`config.mk`:
```
export PLATFORM = sky130hd
export DESIGN_NAME = fetch_queue_flat
export DESIGN_NICKNAME = d
export VERILOG_FILES = /design/src/rtl/fetch_queue_if.sv /design/src/rtl/fetch_queue.sv /design/src/flat_wrapper.sv
export SDC_FILE = /design/constraint.sdc
export NUM_CORES = 1
export LEC_CHECK = 0
export BUFFER_PORTS_ARGS = -buffer_cell sky130_fd_sc_hd__buf_2
export CORE_ASPECT_RATIO = 0.75
export CORE_UTILIZATION = 55
export DETAILED_ROUTE_END_ITERATION = 8
export GPL_ROUTABILITY_DRIVEN = 0
export PLACE_DENSITY = 0.77
export REMOVE_ABC_BUFFERS = 1
export SETUP_SLACK_MARGIN = 0.1
export SLEW_MARGIN = 20
export SYNTH_ARGS = -nofsm -noshare
export SYNTH_HDL_FRONTEND = slang
export SYNTH_SLANG_ARGS = --single-unit
```
`constraint.sdc`:
```
create_clock -name clk -period 6.85 [get_ports clk]
set_input_delay 1.37 -clock clk [delete_from_list [all_inputs] [get_ports clk]]
set_output_delay 1.37 -clock clk [all_outputs]
set_load 0.005 [all_outputs]
```
`src/rtl/fetch_queue_if.sv`:
```
// Fetch-to-decode queue bundle: fetch push side, decode pop side, flush and occupancy.
// slave is the queue itself; master is the surrounding pipeline (or a bench).
interface fetch_queue_if #(
  parameter int unsigned DEPTH = 4
);
  localparam int unsigned CntW = $clog2(DEPTH) + 1;

  logic            f_valid;
  logic [31:0]     f_pc;
  logic [31:0]     f_instr;
  logic            f_stall;
  logic            flush;
  logic            d_ready;
  logic            d_valid;
  logic [31:0]     d_pc;
  logic [31:0]     d_instr;
  logic [CntW-1:0] count;

  modport master (
    output f_valid, f_pc, f_instr, flush, d_ready,
    input  f_stall, d_valid, d_pc, d_instr, count
  );

  modport slave (
    input  f_valid, f_pc, f_instr, flush, d_ready,
    output f_stall, d_valid, d_pc, d_instr, count
  );
endinterface

```
`src/rtl/fetch_queue.sv`:
```
// Instruction fetch queue: DEPTH-entry FIFO of {pc, instr} between fetch and decode.
// The stall and head outputs come from registered state only; flush empties the queue.
module fetch_queue #(
  parameter int unsigned DEPTH = 4
) (
  input logic          clk,
  input logic          reset,
  fetch_queue_if.slave fq
);
  localparam int unsigned PtrW = $clog2(DEPTH);
  localparam int unsigned CntW = PtrW + 1;

  logic [31:0]     r_pc_mem    [DEPTH];
  logic [31:0]     r_instr_mem [DEPTH];
  logic [PtrW-1:0] r_rd_ptr;
  logic [PtrW-1:0] r_wr_ptr;
  logic [CntW-1:0] r_count;

  logic w_full;
  logic w_nonempty;
  logic w_push;
  logic w_pop;

  assign w_full     = (r_count == CntW'(DEPTH));
  assign w_nonempty = (r_count != '0);
  // No pop-through when full: a full queue refuses the push even if decode pops.
  assign w_push     = fq.f_valid & ~w_full & ~fq.flush;
  assign w_pop      = w_nonempty & fq.d_ready & ~fq.flush;

  always_ff @(posedge clk) begin
    if (!reset) begin
      r_rd_ptr <= '0;
      r_wr_ptr <= '0;
      r_count  <= '0;
    end else if (fq.flush) begin
      r_rd_ptr <= '0;
      r_wr_ptr <= '0;
      r_count  <= '0;
    end else begin
      if (w_push) begin
        r_wr_ptr <= r_wr_ptr + PtrW'(1);
      end
      if (w_pop) begin
        r_rd_ptr <= r_rd_ptr + PtrW'(1);
      end
      if (w_push && !w_pop) begin
        r_count <= r_count + CntW'(1);
      end else if (w_pop && !w_push) begin
        r_count <= r_count - CntW'(1);
      end
    end
  end

  // Storage is not reset; contents are masked while the queue is empty.
  always_ff @(posedge clk) begin
    if (reset && w_push) begin
      r_pc_mem[r_wr_ptr]    <= fq.f_pc;
      r_instr_mem[r_wr_ptr] <= fq.f_instr;
    end
  end

  always_comb begin
    fq.f_stall = w_full;
    fq.d_valid = w_nonempty;
    fq.count   = r_count;
    fq.d_pc    = 32'h0000_0000;
    fq.d_instr = 32'h0000_0000;
    if (w_nonempty) begin
      fq.d_pc    = r_pc_mem[r_rd_ptr];
      fq.d_instr = r_instr_mem[r_rd_ptr];
    end
  end
endmodule

```
`src/flat_wrapper.sv`:
```
// flat-port wrapper written by rule: the top's interface ports become plain ports
module fetch_queue_flat 
#(
  parameter int unsigned DEPTH = 4
)
  (clk, reset, fq_f_valid, fq_f_pc, fq_f_instr, fq_flush, fq_d_ready, fq_f_stall, fq_d_valid, fq_d_pc, fq_d_instr, fq_count);
  fetch_queue_if #(.DEPTH(DEPTH)) fq_i ();
  input logic clk;
  input logic reset;
  input wire logic [$bits(fq_i.f_valid)-1:0] fq_f_valid;
  input wire logic [$bits(fq_i.f_pc)-1:0] fq_f_pc;
  input wire logic [$bits(fq_i.f_instr)-1:0] fq_f_instr;
  input wire logic [$bits(fq_i.flush)-1:0] fq_flush;
  input wire logic [$bits(fq_i.d_ready)-1:0] fq_d_ready;
  output wire logic [$bits(fq_i.f_stall)-1:0] fq_f_stall;
  output wire logic [$bits(fq_i.d_valid)-1:0] fq_d_valid;
  output wire logic [$bits(fq_i.d_pc)-1:0] fq_d_pc;
  output wire logic [$bits(fq_i.d_instr)-1:0] fq_d_instr;
  output wire logic [$bits(fq_i.count)-1:0] fq_count;
  assign fq_i.f_valid = fq_f_valid;
  assign fq_i.f_pc = fq_f_pc;
  assign fq_i.f_instr = fq_f_instr;
  assign fq_i.flush = fq_flush;
  assign fq_i.d_ready = fq_d_ready;
  assign fq_f_stall = fq_i.f_stall;
  assign fq_d_valid = fq_i.d_valid;
  assign fq_d_pc = fq_i.d_pc;
  assign fq_d_instr = fq_i.d_instr;
  assign fq_count = fq_i.count;
  fetch_queue #(.DEPTH(DEPTH)) u_core (.clk(clk), .reset(reset), .fq(fq_i));
endmodule
```
==> flow_summary.json <==
{
  "antenna_found_initial": 4,
  "fmax_ghz": 0.2353,
  "relSlewSlack_pct": 33.17,
  "drt-initial-drc-count": 303,
  "io_buffers": 137,
  "yosysSeqAreaShare_pct": 76.97,
  "cts_tree": "yes",
  "crit_fanout": 33,
  "period_minus_slack_ns": 4.250,
  "cellLeakagePower_nw": 4.058,
  "ant_nets": 0,
  "finish.utilization_pct": 65.94,
  "crit_path_top_delay_cell": "dfxtp_4",
  "fp.dieW_um": 159.4,
  "rr_startpoint": "u_core.fq.count[0]",
  "rr_worst_depth": 8,
  "fin_cells": 861,
  "grt_first_pass_wirelength_mm": 27.46,
  "grt_pass1_vias": 5118,
  "overflow": 0,
  "vias_per_cell": 5.490,
  "design.die.area_sq_um": 19140,
  "dpl.cell_count": 814,
  "slew_violations": 0,
  "setup_viol": 0,
  "max_cap_violations": 0,
  "yosys_warnings": 0,
  "coreArea_sq_um": 17920,
  "hpwlAfterDp_mm": 9.772,
  "vdd_ir_drop_max_v": 0.0002629,
  "cp_data_arrival_time_ns": 2.88,
  "mostFrequentLayoutCell": "edfxtp_1",
  "h-tree-depth": 1,
  "syn_inst": 457,
  "postCtsResizedCells": 0,
  "tightestPinTransition_ns": 1.002,
  "fin_skew_ns": 0.01858,
  "hold_viol": 0,
  "final_cell_mix": "edfxtp_1, buf_2, and2_1",
  "hp-start": "u_core.r_rd_ptr[0]",
  "max_stage_delay_ns": 0.77,
  "postCtsSetupBuffers": 0,
  "cp_cell_sequence": "buf_4 > mux4_2 > and2_1 > buf_2",
  "timing.final.crit_share_pct": 62.05,
  "endpoint_kind": "output port",
  "hold_depth": 2,
  "std_cell_rows": 42,
  "cp.required_ns": 5.48,
  "grtUsageTotal_pct": 19.06,
  "wire_per_inst_um": 20.37,
  "clk_latency_ns": 0.51,
  "final_nets": 674,
  "power.density_nw_per_um2": 275.0,
  "final.setup.tns_ns": 0,
  "grt_max_degree": 66,
  "worstHoldPathType": "register to register",
  "start_kind": "register",
  "rsz0062_at_grt": "false",
  "syn_to_final_growth_pct": 15.61,
  "netlist_area_sq_um": 10220,
  "clkSlewWorstSetupHoldPaths_ns": 0.06,
  "whs_ns": 0.5370,
  "numCtsBuffers": 25,
  "criticalPathCategory": "register to output port",
  "status": "complete, no violations",
  "cts-root-buf": "clkbuf_16",
  "initial_core_util_pct": 57.04,
  "cts_hold_buffers": 0,
  "cts.sinks": 265,
  "cts_buffer_depth": 3,
  "dr.pass1.iters": 4,
  "num_vias": 4727,
  "drive_gt1_share_pct": 38.96,
  "syn_avg_cell_area_sq_um": 22.37,
  "ys_ff_latch": 265,
  "io_pins": 138,
  "die_y_um": 120.1,
  "synth.distinct_cells": 29,
  "drc": 0,
  "routed_wl_mm": 17.54
}
-- final timing paths --
kind	end	slack [ns]
worst min-delay path	register	0.54
worst min register to register	register	0.54
worst max register to register	u_core.fq.count[2]	4.58
worst max-delay path	fq_d_instr[7]	2.60
-- Yosys cell counts, drive strengths merged --
| master | count | area, sq um |
|---|---|---|
| mux2i | 1 | 10.01 |
| fa | 1 | 20.02 |
| and3 | 4 | 25.02 |
| or3 | 2 | 12.51 |
| or2 | 1 | 6.260 |
| mux4 | 64 | 1456 |
| nand3 | 2 | 10.01 |
| a21o | 2 | 15.01 |
| o21ai | 1 | 5.000 |
| a21oi | 3 | 15.01 |
| and2 | 65 | 409.1 |
| o311ai | 1 | 8.760 |
| nand2b | 1 | 6.260 |
| or3b | 1 | 8.760 |
| inv | 4 | 15.01 |
| nor2 | 5 | 18.77 |
| clkbuf | 10 | 38.78 |
| xor2 | 4 | 35.03 |
| edfxtp | 256 | 7687 |
| o31ai | 1 | 7.510 |
| nor2b | 1 | 6.260 |
| dfxtp | 9 | 180.2 |
| buf | 13 | 161.4 |
| ha | 5 | 62.56 |
-- stage by stage --
stage          setup slack [ns]  area, sq um  power [mW]
2_1_floorplan             1.947        10020       1.911
3_3_place_gp              3.048        11050       1.989
3_5_place_dp              3.027        11050       1.997
4_1_cts                   2.467        11810       3.278
5_1_grt                   2.350        11810       3.357
6_report                  2.600        11820       3.250
-- per-layer routing --
metal,share of wire [%],global-route usage (%),vias to the layer above
met1,43,25.44,2407
li1,-,-,2142
met3,7.0,4.874,24
met2,49,31.99,150
met5,0.11,0,-
met4,1.5,4.327,4
-- state kept, by name (all words and copies together), names as in the netlist, named ones only --
| signal | cells |
|---|---|
| u_core.r_instr_mem | 128 |
| u_core.r_wr_ptr | 2 |
| u_core.fq.count | 3 |
| u_core.r_pc_mem | 128 |
| u_core.r_rd_ptr | 2 |
-- power breakdown --
group	switching (mW)	internal [mW]	total, mW	leakage [nW]
clock	0.546	0.745	1.29	0.371
combinational	0.0813	0.0758	0.157	1.30
sequential	0.00872	1.79	1.80	2.39
total	0.636	2.61	3.25	4.06
-- cells by family after synthesis --
logic type                 after synthesis  share of synthesized area [%]
AOI/OAI and AO/OA                        8                         0.5018
xor gates and xnor gates                 4                         0.3427
adders and majority gates                6                         0.8079
buffers and inverters                   27                          2.105
DFF                                    265                          76.97
muxes                                   65                          14.35
and+or+nand+nor                         82                          4.921
-- worst max-delay path: cells and delay by family (launching register included) --
kind / cells / cell delay [ns]
muxes: 1 / 0.60
and+or+nand+nor: 1 / 0.18
DFF: 1 / 0.77
buffers and inverters: 2 / 0.78
-- layout make-up --
class | count | area (sq um)
multi-input combinational | 165 | 2163
clock inverter | 12 | 107.6
sequential | 265 | 7875
inverter | 4 | 15.01
antenna | 3 | 7.507
fill | 1182 | 6103
clock buffer | 32 | 651.9
tap | 242 | 302.8
timing repair buffer | 138 | 693.2
Note: power is estimated with default switching activity, not from simulation.
